## src/rtl/seg_scan_ctrl_pkg.sv

```systemverilog
// Shared types and constants for the 8-digit 7-segment scan controller.
package seg_scan_ctrl_pkg;

  localparam int unsigned NUM_DIGITS = 8;
  localparam int unsigned IDX_W      = 3;
  localparam int unsigned VAL_W      = 4;
  localparam int unsigned SEG_W      = 7;
  localparam int unsigned CNT_W      = 16;

  typedef enum logic [1:0] {
    IDLE  = 2'd0,
    SHOW  = 2'd1,
    BLANK = 2'd2
  } state_e;

  // One register-file entry: decimal point plus hex value.
  typedef struct packed {
    logic             dp;
    logic [VAL_W-1:0] val;
  } digit_t;

  // Active-high a..g patterns (bit0 = a), indexed by hex value 0x0..0xF.
  localparam logic [15:0][SEG_W-1:0] SEG_TABLE = {
    7'h71, 7'h79, 7'h5E, 7'h39, 7'h7C, 7'h77, 7'h6F, 7'h7F,
    7'h07, 7'h7D, 7'h6D, 7'h66, 7'h4F, 7'h5B, 7'h06, 7'h3F
  };

endpackage

```

## src/rtl/seg_scan_ctrl_if.sv

```systemverilog
// Write side of the digit register file.
interface seg_scan_ctrl_if;
  import seg_scan_ctrl_pkg::*;

  logic             wr_en;
  logic [IDX_W-1:0] wr_addr;
  logic [VAL_W-1:0] wr_data;
  logic             wr_dp;

  modport master (output wr_en, output wr_addr, output wr_data, output wr_dp);
  modport slave  (input  wr_en, input  wr_addr, input  wr_data, input  wr_dp);
endinterface

```

## src/rtl/seg_scan_ctrl_hex_to_seg7.sv

```systemverilog
// Hex value to active-high 7-segment pattern, purely combinational.
module hex_to_seg7
  import seg_scan_ctrl_pkg::*;
(
  input  logic [VAL_W-1:0] val,
  output logic [SEG_W-1:0] seg_c
);

  assign seg_c = SEG_TABLE[val];

endmodule

```

## src/rtl/seg_scan_ctrl.sv

```systemverilog
// Time-multiplexed scan controller: 8-entry digit register file, show/blank
// slot timing and registered digit-select / segment outputs.
module seg_scan_ctrl
  import seg_scan_ctrl_pkg::*;
#(
  parameter int unsigned SHOW_CYCLES  = 1000,
  parameter int unsigned BLANK_CYCLES = 8
) (
  input  logic                  clk,
  input  logic                  rst_n,
  input  logic                  scan_en,
  input  logic [NUM_DIGITS-1:0] digit_mask,
  seg_scan_ctrl_if.slave        wr_bus,
  output logic [IDX_W-1:0]      dig_sel,
  output logic                  dig_on,
  output logic [SEG_W-1:0]      seg,
  output logic                  dp,
  output logic                  frame_done
);

  localparam logic [CNT_W-1:0] SHOW_LAST  = CNT_W'(SHOW_CYCLES - 1);
  localparam bit               HAS_BLANK  = (BLANK_CYCLES != 0);
  localparam logic [CNT_W-1:0] BLANK_LAST = HAS_BLANK ? CNT_W'(BLANK_CYCLES - 1) : '0;

  state_e           state_q, state_d;
  logic [IDX_W-1:0] idx_q, idx_d;
  logic [CNT_W-1:0] cnt_q, cnt_d;
  digit_t           mem_q [NUM_DIGITS];
  digit_t           mem_d [NUM_DIGITS];
  logic             dig_on_q, dig_on_d;
  logic [SEG_W-1:0] seg_q, seg_d;
  logic             dp_q, dp_d;
  logic             frame_done_q, frame_done_d;

  logic             advance;
  logic             lit;
  digit_t           cur_digit;
  logic [SEG_W-1:0] cur_seg;

  // Register file write port; usable in every scan state.
  always_comb begin
    mem_d = mem_q;
    if (wr_bus.wr_en) begin
      mem_d[wr_bus.wr_addr].dp  = wr_bus.wr_dp;
      mem_d[wr_bus.wr_addr].val = wr_bus.wr_data;
    end
  end

  // Register file storage.
  always_ff @(posedge clk or negedge rst_n) begin
    if (!rst_n) begin
      for (int i = 0; i < NUM_DIGITS; i++) mem_q[i] <= '0;
    end else begin
      mem_q <= mem_d;
    end
  end

  // Outputs are computed from the next index so dig_sel and segments change together.
  assign cur_digit = mem_q[idx_d];

  hex_to_seg7 u_hex_to_seg7 (
    .val   (cur_digit.val),
    .seg_c (cur_seg)
  );

  // Next-state, slot timing and next output values.
  always_comb begin
    state_d      = state_q;
    idx_d        = idx_q;
    cnt_d        = cnt_q;
    advance      = 1'b0;
    lit          = 1'b0;
    dig_on_d     = 1'b0;
    seg_d        = '0;
    dp_d         = 1'b0;
    frame_done_d = 1'b0;

    unique case (state_q)
      IDLE: begin
        idx_d = '0;
        cnt_d = '0;
        if (scan_en) state_d = SHOW;
      end
      SHOW: begin
        if (!scan_en) begin
          state_d = IDLE;
          idx_d   = '0;
          cnt_d   = '0;
        end else if (cnt_q == SHOW_LAST) begin
          cnt_d = '0;
          if (HAS_BLANK) state_d = BLANK;
          else           advance = 1'b1;
        end else begin
          cnt_d = cnt_q + CNT_W'(1);
        end
      end
      BLANK: begin
        if (!scan_en) begin
          state_d = IDLE;
          idx_d   = '0;
          cnt_d   = '0;
        end else if (cnt_q == BLANK_LAST) begin
          cnt_d   = '0;
          advance = 1'b1;
          state_d = SHOW;
        end else begin
          cnt_d = cnt_q + CNT_W'(1);
        end
      end
      default: begin
        state_d = IDLE;
        idx_d   = '0;
        cnt_d   = '0;
      end
    endcase

    if (advance) begin
      idx_d        = idx_q + IDX_W'(1);
      frame_done_d = (idx_q == IDX_W'(NUM_DIGITS - 1));
    end

    lit      = (state_d == SHOW) && digit_mask[idx_d];
    dig_on_d = lit;
    seg_d    = lit ? cur_seg : '0;
    dp_d     = lit ? cur_digit.dp : 1'b0;
  end

  // State, counter and output registers.
  always_ff @(posedge clk or negedge rst_n) begin
    if (!rst_n) begin
      state_q      <= IDLE;
      idx_q        <= '0;
      cnt_q        <= '0;
      dig_on_q     <= 1'b0;
      seg_q        <= '0;
      dp_q         <= 1'b0;
      frame_done_q <= 1'b0;
    end else begin
      state_q      <= state_d;
      idx_q        <= idx_d;
      cnt_q        <= cnt_d;
      dig_on_q     <= dig_on_d;
      seg_q        <= seg_d;
      dp_q         <= dp_d;
      frame_done_q <= frame_done_d;
    end
  end

  assign dig_sel    = idx_q;
  assign dig_on     = dig_on_q;
  assign seg        = seg_q;
  assign dp         = dp_q;
  assign frame_done = frame_done_q;

endmodule

```

## src/flat_wrapper.sv

```systemverilog
// flat-port wrapper written by rule: the top's interface ports become plain ports
module seg_scan_ctrl_flat import seg_scan_ctrl_pkg::*;
#(
  parameter int unsigned SHOW_CYCLES  = 1000,
  parameter int unsigned BLANK_CYCLES = 8
)
  (clk, rst_n, scan_en, digit_mask, dig_sel, dig_on, seg, dp, frame_done, wr_bus_wr_en, wr_bus_wr_addr, wr_bus_wr_data, wr_bus_wr_dp);
  seg_scan_ctrl_if wr_bus_i ();
  input  logic clk;
  input  logic rst_n;
  input  logic scan_en;
  input  logic [NUM_DIGITS-1:0] digit_mask;
  output logic [IDX_W-1:0] dig_sel;
  output logic dig_on;
  output logic [SEG_W-1:0] seg;
  output logic dp;
  output logic frame_done;
  input wire logic [$bits(wr_bus_i.wr_en)-1:0] wr_bus_wr_en;
  input wire logic [$bits(wr_bus_i.wr_addr)-1:0] wr_bus_wr_addr;
  input wire logic [$bits(wr_bus_i.wr_data)-1:0] wr_bus_wr_data;
  input wire logic [$bits(wr_bus_i.wr_dp)-1:0] wr_bus_wr_dp;
  assign wr_bus_i.wr_en = wr_bus_wr_en;
  assign wr_bus_i.wr_addr = wr_bus_wr_addr;
  assign wr_bus_i.wr_data = wr_bus_wr_data;
  assign wr_bus_i.wr_dp = wr_bus_wr_dp;
  seg_scan_ctrl #(.SHOW_CYCLES(SHOW_CYCLES), .BLANK_CYCLES(BLANK_CYCLES)) u_core (.clk(clk), .rst_n(rst_n), .scan_en(scan_en), .digit_mask(digit_mask), .wr_bus(wr_bus_i), .dig_sel(dig_sel), .dig_on(dig_on), .seg(seg), .dp(dp), .frame_done(frame_done));
endmodule
```

## config.mk

```make
export PLATFORM = sky130hd
export DESIGN_NAME = seg_scan_ctrl_flat
export DESIGN_NICKNAME = d
export VERILOG_FILES = /design/src/rtl/seg_scan_ctrl_pkg.sv /design/src/rtl/seg_scan_ctrl_if.sv /design/src/rtl/seg_scan_ctrl_hex_to_seg7.sv /design/src/rtl/seg_scan_ctrl.sv /design/src/flat_wrapper.sv
export SDC_FILE = /design/constraint.sdc
export NUM_CORES = 1
export LEC_CHECK = 0
export ABC_AREA = 1
export BUFFER_PORTS_ARGS = -buffer_cell sky130_fd_sc_hd__buf_2
export CORE_MARGIN = 5
export CORE_UTILIZATION = 64
export DETAILED_ROUTE_END_ITERATION = 10
export HOLD_SLACK_MARGIN = 0.05
export PLACE_DENSITY_LB_ADDON = 0.08
export SYNTH_ARGS = -nofsm -noshare
export SYNTH_HDL_FRONTEND = slang
export SYNTH_SLANG_ARGS = --single-unit
```

## constraint.sdc

```tcl
create_clock -name clk -period 4.46 [get_ports clk]
set_clock_uncertainty 0.1 [all_clocks]
set_input_delay 0.892 -clock clk [delete_from_list [all_inputs] [get_ports clk]]
set_output_delay 0.892 -clock clk [all_outputs]
set_load 0.02 [all_outputs]
```

* After elaboration in Yosys (flattened, before gate mapping)
Memory sizes are Yosys's and may differ from the RTL's.
Index checks and enable logic that the tools add are counted.
** Word-level totals
- Input bits :: 20
- Memories kept :: 1
- ROM bits :: 112
- Register bits after elaboration :: 71
** Memories
- (name not given) :: words 16, width 7, read ports 1, clocked after Yosys merged registers in 0, write ports 0, line seg_scan_ctrl_hex_to_seg7.sv:9 : assign seg_c = SEG_TABLE[val];
** Operators by class
- Add/subtract/negate cells :: 2
- $lt $le $gt $ge :: 5
- Reductions and logical operators :: 4
- Eq/ne operators :: 6
- Bitwise gates (word level) :: 2
- Muxes and demuxes :: 32
** Operators with widths (count)
- 40-bit bitwise mux :: 2
- 16-bit two-way mux :: 4
- 16-bit one-hot mux with 2 select lines :: 1
- 5-bit demux with 3-bit select :: 2
- 16-bit by 1-bit adder with 16-bit output, second input constant :: 1
- 16-bit by 10-bit == test with 1-bit output, second input constant :: 1
- 16-bit by 3-bit == test with 1-bit output, second input constant :: 1
- 5-bit binary-select mux with 3-bit select :: 1
- 5-bit two-way mux :: 3
- 7-bit two-way mux :: 2
- 2-bit two-way mux :: 5
- 3-bit two-way mux :: 3
- 4-bit greater-or-equal comparator, second input constant :: 2
- 3-bit inverter with 4-bit output :: 2
- 1-bit two-way mux :: 6
- 2-bit one-hot mux with 3 select lines :: 1
- 4-bit by 5-bit < comparator with 1-bit output, second input constant :: 1
- 2-bit by 1-bit == test with 1-bit output, second input constant :: 2
- 3-bit by 4-bit < comparator with 1-bit output, second input constant :: 1
- 4-bit by 1-bit < comparator with 1-bit output, second input constant :: 1
- 4-bit two-way mux :: 1
- 3-bit by 1-bit adder with 3-bit output, second input constant :: 1
- 1-bit binary-select mux with 3-bit select :: 1
- 3-bit == test, second input constant :: 1
- 4 further kinds :: 5

* Logic depth before layout (Yosys ltp)
Gate-level depths: netlist of run 1.
- Depth after elaboration :: 12
- Depth in mapped cells :: 20
- Mapped depth without buffers :: 19

* By module
A second synthesis of run 1 with hierarchy kept.
** Unflattened totals
- Cells, all modules :: 501
- Area, all modules :: 3931.3 um2
** By module, submodules not included
- seg_scan_ctrl :: cells each 447, area an instance 3646.0 um2, instances 1
- hex_to_seg7 :: cells each 54, area an instance 285.3 um2, instances 1

* Least setup slack after synthesis of run 1
OpenSTA, ideal clock, no wires.
- Kind :: input to register
- From :: in scan_en
- To :: reg u_core.seg_q[3] (netlist: u_core.seg[3])
- Data arrival time :: 2.603 ns
- Data required time :: 4.242 ns
- Slack :: 1.639 ns
- Cell stages on the path :: 17
- Path through :: buf_2 > nand2_1 > inv_1 > nand3_4 > nand2_4 > nand2_4 > buf_6 > nand2_1 > nand3_1 > nand3_1 > nand2_2 > ha_1 > inv_1 > a21oi_1 > nand2_1 > nand2_1 > nor2_2
** Between the ends
- Longest elaborated chain between the ends :: 10
- Elaborated cells on any way between the ends :: 20
- Those cells by class :: eq/ne: 1; mux: 16; bitwise: 1; reduce/logical: 1; memory: 1
** Ends and longest elaborated chain
- start, declared :: line flat_wrapper.sv:11 : input logic scan_en;
- 3-bit two-way mux or 1-bit two-way mux (tied branches) :: line seg_scan_ctrl.sv:85, seg_scan_ctrl.sv:98
- 3-bit two-way mux or 1-bit two-way mux (tied branches)
- 3-bit two-way mux :: line seg_scan_ctrl.sv:117 : if (advance) begin
- 3-bit inverter with 4-bit output (implied by the code) :: line seg_scan_ctrl.sv:59 : assign cur_digit = mem_q[idx_d];
- 5-bit binary-select mux with 3-bit select :: line seg_scan_ctrl.sv:59
- 5-bit two-way mux (implied by the code) (2 in a row) :: line seg_scan_ctrl.sv:59
- memory read 16 x 7 bit
- 7-bit two-way mux (implied by the code) :: line seg_scan_ctrl_hex_to_seg7.sv:9
- 7-bit two-way mux (*) :: line seg_scan_ctrl.sv:124 : seg_d = lit ? cur_seg : '0;
- via u_core.seg_d[3] :: line seg_scan_ctrl.sv:31 : logic [SEG_W-1:0] seg_q, seg_d;
- end signal, assigned :: line seg_scan_ctrl.sv:143 : seg_q <= seg_d;
- end, declared :: line seg_scan_ctrl.sv:31
The timed path passes the listed nets; every way through them passes the cells marked *. The select of a mux whose other input is x is not followed.
A chain may end at the register's enable or synchronous reset.

* Worst setup path after layout of run 1
- From :: reg u_core.state_q[0]
- To :: reg u_core.seg_q[3] (netlist: u_core.seg[3])
** Between the ends
- Longest elaborated chain between the ends :: 11
- Elaborated cells on any way between the ends :: 24
- Those cells by class :: eq/ne: 3; mux: 16; bitwise: 1; reduce/logical: 3; memory: 1
** Ends and longest elaborated chain
- start, declared :: line seg_scan_ctrl.sv:25 : state_e state_q, state_d;
- start signal, assigned :: line seg_scan_ctrl.sv:139 : state_q <= state_d;
- 2-bit by 1-bit == test with 1-bit output or 2-bit == test (tied branches) :: line seg_scan_ctrl.sv:78 : unique case (state_q)
- 2-bit OR reduction (no line)
- 3-bit two-way mux
- 3-bit two-way mux :: line seg_scan_ctrl.sv:117
- 3-bit inverter with 4-bit output (implied by the code) :: line seg_scan_ctrl.sv:59
- 5-bit binary-select mux with 3-bit select :: line seg_scan_ctrl.sv:59
- 5-bit two-way mux (implied by the code) (2 in a row) :: line seg_scan_ctrl.sv:59
- memory read 16 x 7 bit
- 7-bit two-way mux (implied by the code) :: line seg_scan_ctrl_hex_to_seg7.sv:9
- 7-bit two-way mux (*) :: line seg_scan_ctrl.sv:124
- via u_core.seg_d[3] :: line seg_scan_ctrl.sv:31
Marks and branches as above.

==> results of run 1 <==
cell type report:
| type | instances | area share, % |
|---|---|---|
| Sequential cell | 71 | 41.1 |
| Tap cell | 75 | 2.17 |
| Clock inverter | 5 | 1.88 |
| Multi-Input combinational cell | 369 | 43.0 |
| Timing Repair Buffer | 34 | 4.05 |
| Clock buffer | 11 | 3.27 |
| Inverter | 52 | 4.52 |
cell usage in the layout, fill, tap and decap left out, types with 3 or more instances in the layout:
cell type / synthesis / layout
a21oi_1: 12 / 12
buf_2: 5 / 32
clkbuf_8: 0 / 10
dfrtp_1: 71 / 71
ha_1: 10 / 10
inv_1: 49 / 49
inv_2: 3 / 3
nand2_1: 135 / 135
nand2_2: 13 / 13
nand2_4: 3 / 3
nand3_1: 53 / 53
nand3b_1: 9 / 9
nand4_1: 3 / 3
nor2_1: 53 / 53
nor3_1: 11 / 11
o21ai_0: 44 / 44
o21ai_1: 4 / 4
sequential cells by signal (all words and copies together) (netlist names):
name,count
u_core.dig_on,1
u_core.state_q,2
u_core.dig_sel,3
u_core.dp,1
u_core.frame_done,1
u_core.cnt_q,16
u_core.seg,7
u_core.mem_q,40
where the power goes:
group          internal (uW)  switching, uW  total [uW]
logic                    134            251         385
registers                742           56.8         799
clock network            330            245         576
kinds of logic after synthesis:
kind of cell / count (synthesis) / synth area share [%]
DFF: 71 / 45.5
buffers and inverters: 62 / 6.80
AOI/OAI and AO/OA: 65 / 8.85
and+or+nand+nor: 291 / 34.9
adders and majority gates: 10 / 3.21
xor gates and xnor gates: 3 / 0.674
worst reg2reg max path, cell delays in order, from the launching register on:
cell	delay, ps
dfrtp_1	420
inv_1	150
ha_1	230
nand2_1	70
inv_1	170
nand4_4	290
nand2_4	330
nand2_1	100
nand3_1	100
nand2_1	60
nand2_1	70
nand2_2	90
ha_1	300
inv_1	40
a21oi_1	140
nand2_1	60
nand2_1	80
nor2_2	30
per-layer routing:
metal  wire length [um]  share of wire [%]
met2               4330                 48
met4                197                2.2
met5                  0                  0
met3                528                5.8
met1               3990                 44
per-stage QoR:
| step | cells | utilization, % | hold slack (ps) | setup WS [ps] | power [uW] |
|---|---|---|---|---|---|
| finish | 617 | 73.0 | 361 | 1520 | 1760 |
| global route | 617 | 73.0 | 392 | 1240 | 1850 |
| CTS | 617 | 73.0 | 366 | 1530 | 1760 |
| detailed placement | 601 | 69.3 | 356 | 1270 | 1190 |
| global placement | 601 | 69.3 | 348 | 1360 | 1180 |
| floorplan | 502 | - | 333 | 1640 | 1060 |
worst max path at each step:
stage / end / cells after the start
after CTS: u_core.seg[3] / 17
after global placement: u_core.seg[3] / 16
after detailed placement: u_core.seg[3] / 16
final: u_core.seg[3] / 17
after floorplan: u_core.seg[3] / 17
after global routing: u_core.seg[3] / 17
==> impl_metrics.env, run 1 <==
export IMPL_cpPeakStageDelay_ps=420
export IMPL_synth_top_area_share_pct=45.5
export IMPL_syn_nets=532
export IMPL_cts_tree="done"
export IMPL_finalSetupViolations=0
export IMPL_r2r_slack_ps=1520
export IMPL_area_growth_pct=10.8
export IMPL_worstPathMaxFanout=26
export IMPL_critPathSlowestCell="dfrtp_1"
export IMPL_setup_tns_ps=0
export IMPL_cts_resized=0
export IMPL_start_util_pct=65.9
export IMPL_cts_made_buffers=9
export IMPL_synth_commonest_cells="nand2_1 (135), dfrtp_1 (71), nand3_1 (53), nor2_1 (53), inv_1 (49)"
export IMPL_vias=3440
export IMPL_maxCapViolations=0
export IMPL_drt_pass1_iterations=5
export IMPL_grt_pass1_vias=3371
export IMPL_portBuffers=32
export IMPL_reg2reg_depth=17
export IMPL_gr_usage_met1_pct=32.7
export IMPL_synth_seq_cells=71
export IMPL_synth_edf_count=0
export IMPL_hold_path_end="u_core.cnt_q[0]"
export IMPL_synth_most_common_cell="nand2_1"
export IMPL_antenna_found_initial=0
export IMPL_postCtsSetupRepairBufs=0
export IMPL_fill_cells=487
export IMPL_num_rows=28
export IMPL_status="completed"
export IMPL_place_area_um2=4100
export IMPL_die_h_um=88.1
export IMPL_grt_use_total_pct=25.4
export IMPL_start_kind="register"
export IMPL_async_flop_share_pct=100
export IMPL_synth_top_area_cell="dfrtp_1"
export IMPL_final_nets=567
export IMPL_h_tree_depth=3
export IMPL_routabilityCongestion=0.872
export IMPL_power_leakage_uw=0.00212
export IMPL_path_class="register to register"
export IMPL_slew_viol_final=0
export IMPL_clock_sinks=71
export IMPL_top_usage_layer="met2"
export IMPL_path_cells="inv_1 > ha_1 > nand2_1 > inv_1 > nand4_4 > nand2_4 > nand2_1 > nand3_1 > nand2_1 > nand2_1 > nand2_2 > ha_1 > inv_1 > a21oi_1 > nand2_1 > nand2_1 > nor2_2"
export IMPL_use_met3_pct=5.36
export IMPL_yosys_warnings=0
export IMPL_crit_required_ps=4600
export IMPL_fin_crit_sh_pct=65.8
export IMPL_hold_viol_final=0
export IMPL_syn_area_um2=3900
export IMPL_synth_area_per_cell_um2=7.77
export IMPL_cp_common_cell="nand2_1"
export IMPL_cts_root_buf="clkbuf_8"
export IMPL_min_path_cells=1
export IMPL_cp_arrival_ps=3070
export IMPL_dp_hpwl_mm=6.60
export IMPL_fin_crit_ps=2940
export IMPL_timing_fmax_ghz=0.341
export IMPL_grt_max_degree=45
export IMPL_route_detailed_drc=0
export IMPL_grt_pass1_wl_mm=15.5
export IMPL_core_area_um2=5920
export IMPL_multi_input_area_um2=1860
export IMPL_rsz0062_at_grt="no"
export IMPL_grt_ovfl_total=0
export IMPL_max_slew_margin_pct=35.2
export IMPL_power_density_nw_per_um2=407
export IMPL_timing_critical_path_from="u_core.state_q[0]"
export IMPL_hold_buffers=0
export IMPL_hold_class="register to register"
export IMPL_worstHoldStart="u_core.cnt_q[0]"
export IMPL_path_delay_family="simple AND/OR/NAND/NOR gates"
export IMPL_synthCells=502
export IMPL_io_pins=33
export IMPL_ir_drop_mv=0.291
export IMPL_synth_main_ff_cell="dfrtp_1"
export IMPL_die_w_um=88.1
export IMPL_antenna_cells=0
export IMPL_clockBufferDepth=2
export IMPL_register_area_um2=1780
export IMPL_wirelength_mm=9.05
export IMPL_via_per_inst=5.58
export IMPL_worstMarginPinSlew_ps=972
export IMPL_crit_buf_inv=3
export IMPL_gr_usage_met2_pct=42.7
export IMPL_critPathCaptureType="register"
export IMPL_postRouteAntennaNets=0
export IMPL_ys_seq_area_share_pct=45.5
export IMPL_synth_cell_types=31
export IMPL_reg2reg_to="u_core.seg[3]"
export IMPL_wl_per_cell_um=14.7
export IMPL_stdcell_area_um2=4320
export IMPL_drt_iter0_drc=170
export IMPL_cts_clk_slew_worst_paths_ps=80
export IMPL_dieArea_um2=7760
export IMPL_r2r_start="u_core.state_q[0]"
export IMPL_ys_top_cells_by_area="dfrtp_1 (46%), nand2_1 (13%), nand3_1 (6.8%)"
export IMPL_insertion_delay_ps=340
export IMPL_drive_gt1_share_pct=14.4
Note: power is estimated with default switching activity, not from simulation.
==> inputs of run 2 (changes only) <==
- CORE_UTILIZATION: 64 -> 60
- clock period: 4.46 -> 3.07 ns (I/O delays scaled with it)
==> run 2 against run 1 <==
Compared with the run above:
- setup slack lost 1200 ps
- largest cell class unchanged
- cell area barely moved
- hold slack worse by 4.4 ps
- combinational power up 42%
- sequential power increased by 45%
==> impl_metrics.env, run 2 (same netlist as run 1, synthesis figures left out) <==
export IMPL_hold_viol_final=0
export IMPL_combPwrFrac_pct=22.6
export IMPL_postCtsSetupRepairBufs=0
export IMPL_p_sw_share_pct=32.3
export IMPL_hold_class="input pin to async pin"
export IMPL_die_h_um=90.6
export IMPL_finalSetupViolations=0
export IMPL_antenna_found_initial=0
export IMPL_cp_arrival_ps=2880
export IMPL_worstMarginPinSlew_ps=867
export IMPL_wl_per_cell_um=13.6
export IMPL_reg2reg_depth=17
export IMPL_switching_power_uw=784
export IMPL_routabilityCongestion=0.899
export IMPL_wirelength_mm=8.46
export IMPL_core_area_um2=6350
export IMPL_fin_crit_sh_pct=89.1
export IMPL_slew_viol_final=0
export IMPL_r2r_start="u_core.state_q[0]"
export IMPL_cts_root_buf="clkbuf_8"
export IMPL_grt_ovfl_total=0
export IMPL_critPathSlowestCell="dfrtp_1"
export IMPL_insertion_delay_ps=350
export IMPL_r2r_slack_ps=330
export IMPL_internal_power_uw=1640
export IMPL_status="completed"
export IMPL_clock_sinks=71
export IMPL_area_growth_pct=10.7
export IMPL_start_kind="register"
export IMPL_postRouteAntennaNets=0
export IMPL_path_cells="inv_1 > ha_1 > nand2_1 > inv_1 > nand3_4 > nand2_4 > nand2_8 > nand2_1 > nand3_1 > nand3_1 > nand2_2 > ha_1 > inv_1 > a21oi_1 > nand2_1 > nand2_1 > nor2_2"
export IMPL_regMostFlops="u_core.mem_q"
export IMPL_timing_critical_path_from="u_core.state_q[0]"
export IMPL_drive_gt1_share_pct=14.9
export IMPL_grt_use_total_pct=21.5
export IMPL_register_area_um2=1780
export IMPL_clockPowerShare_pct=29.6
export IMPL_power_leakage_uw=0.00212
export IMPL_clockBufferDepth=2
export IMPL_start_util_pct=61.4
export IMPL_cts_made_buffers=9
export IMPL_cts_tree="done"
export IMPL_h_tree_depth=3
export IMPL_multi_input_area_um2=1870
export IMPL_final_nets=570
export IMPL_timing_fmax_ghz=0.366
export IMPL_grt_max_degree=72
export IMPL_die_w_um=90.6
export IMPL_antenna_cells=0
export IMPL_final_cell_mix="nand2_1 (135), dfrtp_1 (71), nor2_1 (53), nand3_1 (53), inv_1 (49)"
export IMPL_dieArea_um2=8210
export IMPL_fill_cells=521
export IMPL_largest_register_ffs=40
export IMPL_grt_pass1_wl_mm=14.6
export IMPL_cp_common_cell="nand2_1"
export IMPL_power_density_nw_per_um2=562
export IMPL_vias=3314
export IMPL_via_per_inst=5.34
export IMPL_path_class="register to register"
export IMPL_drt_iter0_drc=162
export IMPL_drt_pass1_iterations=5
export IMPL_rsz0062_at_grt="no"
export IMPL_max_slew_margin_pct=42.2
export IMPL_route_detailed_drc=0
export IMPL_worstPathMaxFanout=26
export IMPL_final_common_cell="nand2_1"
export IMPL_fin_crit_ps=2740
export IMPL_dp_hpwl_mm=6.30
export IMPL_reg2reg_to="u_core.seg[3]"
export IMPL_fin_util_pct=68.0
export IMPL_crit_path_end="u_core.seg[3]"
export IMPL_setup_tns_ps=0
export IMPL_ir_drop_mv=0.407
export IMPL_cts_clk_slew_worst_paths_ps=80
export IMPL_cpPeakStageDelay_ps=410
export IMPL_grt_pass1_vias=3140
export IMPL_portBuffers=32
export IMPL_critPathCaptureType="register"
export IMPL_maxCapViolations=0
export IMPL_num_rows=29
export IMPL_power_share_sequential_pct=47.8
export IMPL_io_pins=33
export IMPL_crit_required_ps=3210
## run 2: critical path: cells and delay by family, from the launching register on
family | cells | cell delay (ps)
compound gates | 1 | 130
buf+inv | 3 | 330
fa+ha+maj | 2 | 530
flops | 1 | 410
simple gates | 11 | 1130
## run 2: timing repair
item                       CTS  global route
hold buffers                 0             0
hold endpoints to repair     0             0
gates resized for setup      0             1
setup endpoints to repair    0             2
## run 2: through the flow
| stage | setup slack [ps] | cells | power, uW | hold WS (ps) | area (um2) |
|---|---|---|---|---|---|
| 2_1_floorplan | 527 | 502 | 1540 | 218 | 3900 |
| 3_3_place_gp | 336 | 606 | 1710 | 345 | 4130 |
| 3_5_place_dp | 259 | 606 | 1720 | 352 | 4130 |
| 4_1_cts | 288 | 621 | 2440 | 362 | 4310 |
| 5_1_grt | 40.4 | 621 | 2580 | 388 | 4320 |
| 6_report | 335 | 621 | 2430 | 356 | 4320 |
## run 2: cell type report
cell class | instances | share of cell area (%)
Clock buffer | 9 | 2.87
Clock inverter | 6 | 1.45
Inverter | 52 | 4.52
Multi-Input combinational cell | 369 | 43.2
Sequential cell | 71 | 41.1
Tap cell | 77 | 2.23
Timing Repair Buffer | 37 | 4.58
## run 2: worst min-delay path by stage
stage / from / to / cells after the start
4_1_cts: u_core.cnt_q[0] / u_core.cnt_q[0] / 1
2_1_floorplan: rst_n / u_core.cnt_q[0] / 0
5_1_grt: u_core.cnt_q[15] / u_core.cnt_q[15] / 1
6_report: rst_n / u_core.cnt_q[8] / 2
3_5_place_dp: u_core.cnt_q[0] / u_core.cnt_q[0] / 1
3_3_place_gp: u_core.cnt_q[0] / u_core.cnt_q[0] / 1
## run 2: layer usage
metal | track usage [%] | up-vias | wire (um) | part of all wire [%]
met4 | 7.32 | 0 | 136 | 1.6
met1 | 30.4 | 1532 | 4040 | 48
li1 | - | 1695 | - | -
met3 | 3.83 | 13 | 341 | 4.0
met5 | 0 | - | 0 | 0
met2 | 33.3 | 74 | 3930 | 47
## run 2: power by group through the flow
stage | clock, uW | sequential, uW | combinational (uW)
4_1_cts | 727 | 1160 | 552
6_report | 719 | 1160 | 548
2_1_floorplan | 0 | 1190 | 353
3_3_place_gp | 0 | 1170 | 534
5_1_grt | 775 | 1180 | 626
3_5_place_dp | 0 | 1180 | 549
==> inputs of run 3 (changes only) <==
- PLACE_DENSITY: unset -> 0.86
- PLACE_DENSITY_LB_ADDON: 0.08 -> unset
==> run 3 against run 2 <==
Compared with the run above:
- global-route usage up 0.46 points
- flip-flop and latch count unchanged
- wire length up 1.3%
- clock power down 2%
- sequential share of layout area down 0.21 points
- power down 0.29%
- critical endpoint unchanged
- die area unchanged
- final cell count up 0.16%
- largest cell class unchanged
==> impl_metrics.env, run 3 (same netlist as run 1, synthesis figures left out) <==
export IMPL_regMostFlops="u_core.mem_q"
export IMPL_hold_viol_final=0
export IMPL_path_delay_family="simple AND/OR/NAND/NOR gates"
export IMPL_final_common_cell="nand2_1"
export IMPL_die_h_um=90.6
export IMPL_final_cell_mix="nand2_1 (135), dfrtp_1 (71), nand3_1 (53), nor2_1 (52), inv_1 (49)"
export IMPL_insertion_delay_ps=350
export IMPL_postCtsSetupRepairBufs=0
export IMPL_drive_gt1_share_pct=15.2
export IMPL_critPathCaptureType="register"
export IMPL_internal_power_uw=1580
export IMPL_grt_use_total_pct=21.9
export IMPL_slew_viol_final=0
export IMPL_clockPowerShare_pct=29.2
export IMPL_start_util_pct=61.4
export IMPL_worstPathMaxFanout=11
export IMPL_power_leakage_uw=0.00212
export IMPL_clock_sinks=71
export IMPL_via_per_inst=5.42
export IMPL_setup_tns_ps=0
export IMPL_p_sw_share_pct=34.5
export IMPL_drt_pass1_iterations=5
export IMPL_finalSetupViolations=0
export IMPL_grt_ovfl_total=0
export IMPL_start_kind="register"
export IMPL_timing_critical_path_from="u_core.state_q[0]"
export IMPL_max_slew_margin_pct=58.3
export IMPL_cts_made_buffers=9
export IMPL_power_density_nw_per_um2=557
export IMPL_clockBufferDepth=2
export IMPL_fill_cells=518
export IMPL_wl_per_cell_um=13.8
export IMPL_reg2reg_depth=18
export IMPL_ir_drop_mv=0.395
export IMPL_dp_hpwl_mm=6.35
export IMPL_vias=3374
export IMPL_timing_fmax_ghz=0.357
export IMPL_num_rows=29
export IMPL_routabilityCongestion=0.910
export IMPL_r2r_slack_ps=270
export IMPL_antenna_found_initial=0
export IMPL_cp_arrival_ps=2950
export IMPL_cts_tree="done"
export IMPL_reg2reg_to="u_core.seg[3]"
export IMPL_cp_depth=18
export IMPL_grt_max_degree=46
export IMPL_die_w_um=90.6
export IMPL_drt_iter0_drc=247
export IMPL_grt_pass1_wl_mm=14.9
export IMPL_h_tree_depth=3
export IMPL_rsz0062_at_grt="no"
export IMPL_critPathSlowestCell="dfrtp_1"
export IMPL_multi_input_area_um2=1880
export IMPL_crit_path_end="u_core.seg[3]"
export IMPL_path_cells="inv_1 > ha_1 > nand2_1 > inv_1 > nand3_4 > nand2_1 > nand2_2 > buf_4 > nand3_1 > nand2_1 > nand2_1 > nand2_2 > ha_1 > inv_1 > a21oi_1 > nand2_1 > nand2_1 > nor2_2"
export IMPL_wirelength_mm=8.56
export IMPL_portBuffers=32
export IMPL_grt_pass1_vias=3204
export IMPL_io_pins=33
export IMPL_power_share_sequential_pct=47.7
export IMPL_worstMarginPinSlew_ps=626
export IMPL_crit_buf_inv=4
export IMPL_route_detailed_drc=0
export IMPL_cts_root_buf="clkbuf_8"
export IMPL_fin_crit_sh_pct=91.3
export IMPL_core_area_um2=6350
export IMPL_status="completed"
export IMPL_final_nets=570
export IMPL_cpPeakStageDelay_ps=420
export IMPL_r2r_start="u_core.state_q[0]"
export IMPL_holdWs_ps=176
export IMPL_antenna_cells=0
export IMPL_cp_common_cell="nand2_1"
export IMPL_switching_power_uw=835
export IMPL_postRouteAntennaNets=0
export IMPL_combPwrFrac_pct=23.1
export IMPL_maxCapViolations=0
export IMPL_register_area_um2=1780
export IMPL_cts_clk_slew_worst_paths_ps=90
export IMPL_dieArea_um2=8210
export IMPL_area_growth_pct=11.3
export IMPL_path_class="register to register"
export IMPL_fin_crit_ps=2800
export IMPL_crit_required_ps=3220
export IMPL_hold_class="input pin to async pin"
export IMPL_largest_register_ffs=40
==> run 3: metal layers <==
layer  share of wire [%]  up-vias  global-route usage [%]  wire length (um)
li1                    -     1697                       -                 -
met1                  46     1563                    31.2              3950
met2                  47      101                    34.1              4000
met3                 5.4       13                    3.17               465
met4                 1.6        0                    7.82               140
met5                   0        -                       0                 0
==> run 3: worst min path at each step <==
| stage | from | to | slack, ps |
|---|---|---|---|
| after floorplan | rst_n | u_core.cnt_q[0] | 220 |
| after global placement | u_core.cnt_q[15] | u_core.cnt_q[15] | 350 |
| after detailed placement | u_core.cnt_q[15] | u_core.cnt_q[15] | 370 |
| after CTS | rst_n | u_core.cnt_q[4] | 190 |
| after global routing | rst_n | u_core.seg[4] | 220 |
| final | rst_n | u_core.cnt_q[4] | 180 |
==> run 3: power by group through the flow <==
stage | Sequential, uW | Clock [uW] | Combinational (uW)
3_3_place_gp | 1160 | 0 | 536
4_1_cts | 1150 | 723 | 559
6_report | 1150 | 706 | 560
2_1_floorplan | 1190 | 0 | 353
3_5_place_dp | 1170 | 0 | 555
5_1_grt | 1170 | 772 | 640
==> run 3: timing repair <==
action / CTS / global route
gates resized for setup: 0 / 3
hold buffers: 0 / 0
endpoints found under the setup margin: 0 / 1
==> run 3: per-stage QoR <==
step	cell area [um2]	utilization [%]	cells	setup WS (ps)	total power (uW)
finish	4340	68.4	622	266	2420
global route	4340	68.4	622	0.204	2580
CTS	4320	68.1	622	219	2430
detailed placement	4140	65.2	606	228	1730
global placement	4140	65.2	606	318	1700
floorplan	3900	-	502	527	1540
==> run 3: area by class of cell <==
cell class	count	share of cell area, %
multi-input combinational	369	43.3
sequential	71	40.9
timing repair buffer	37	4.84
inverter	52	4.49
clock buffer	9	2.85
tap	77	2.22
clock inverter	7	1.41
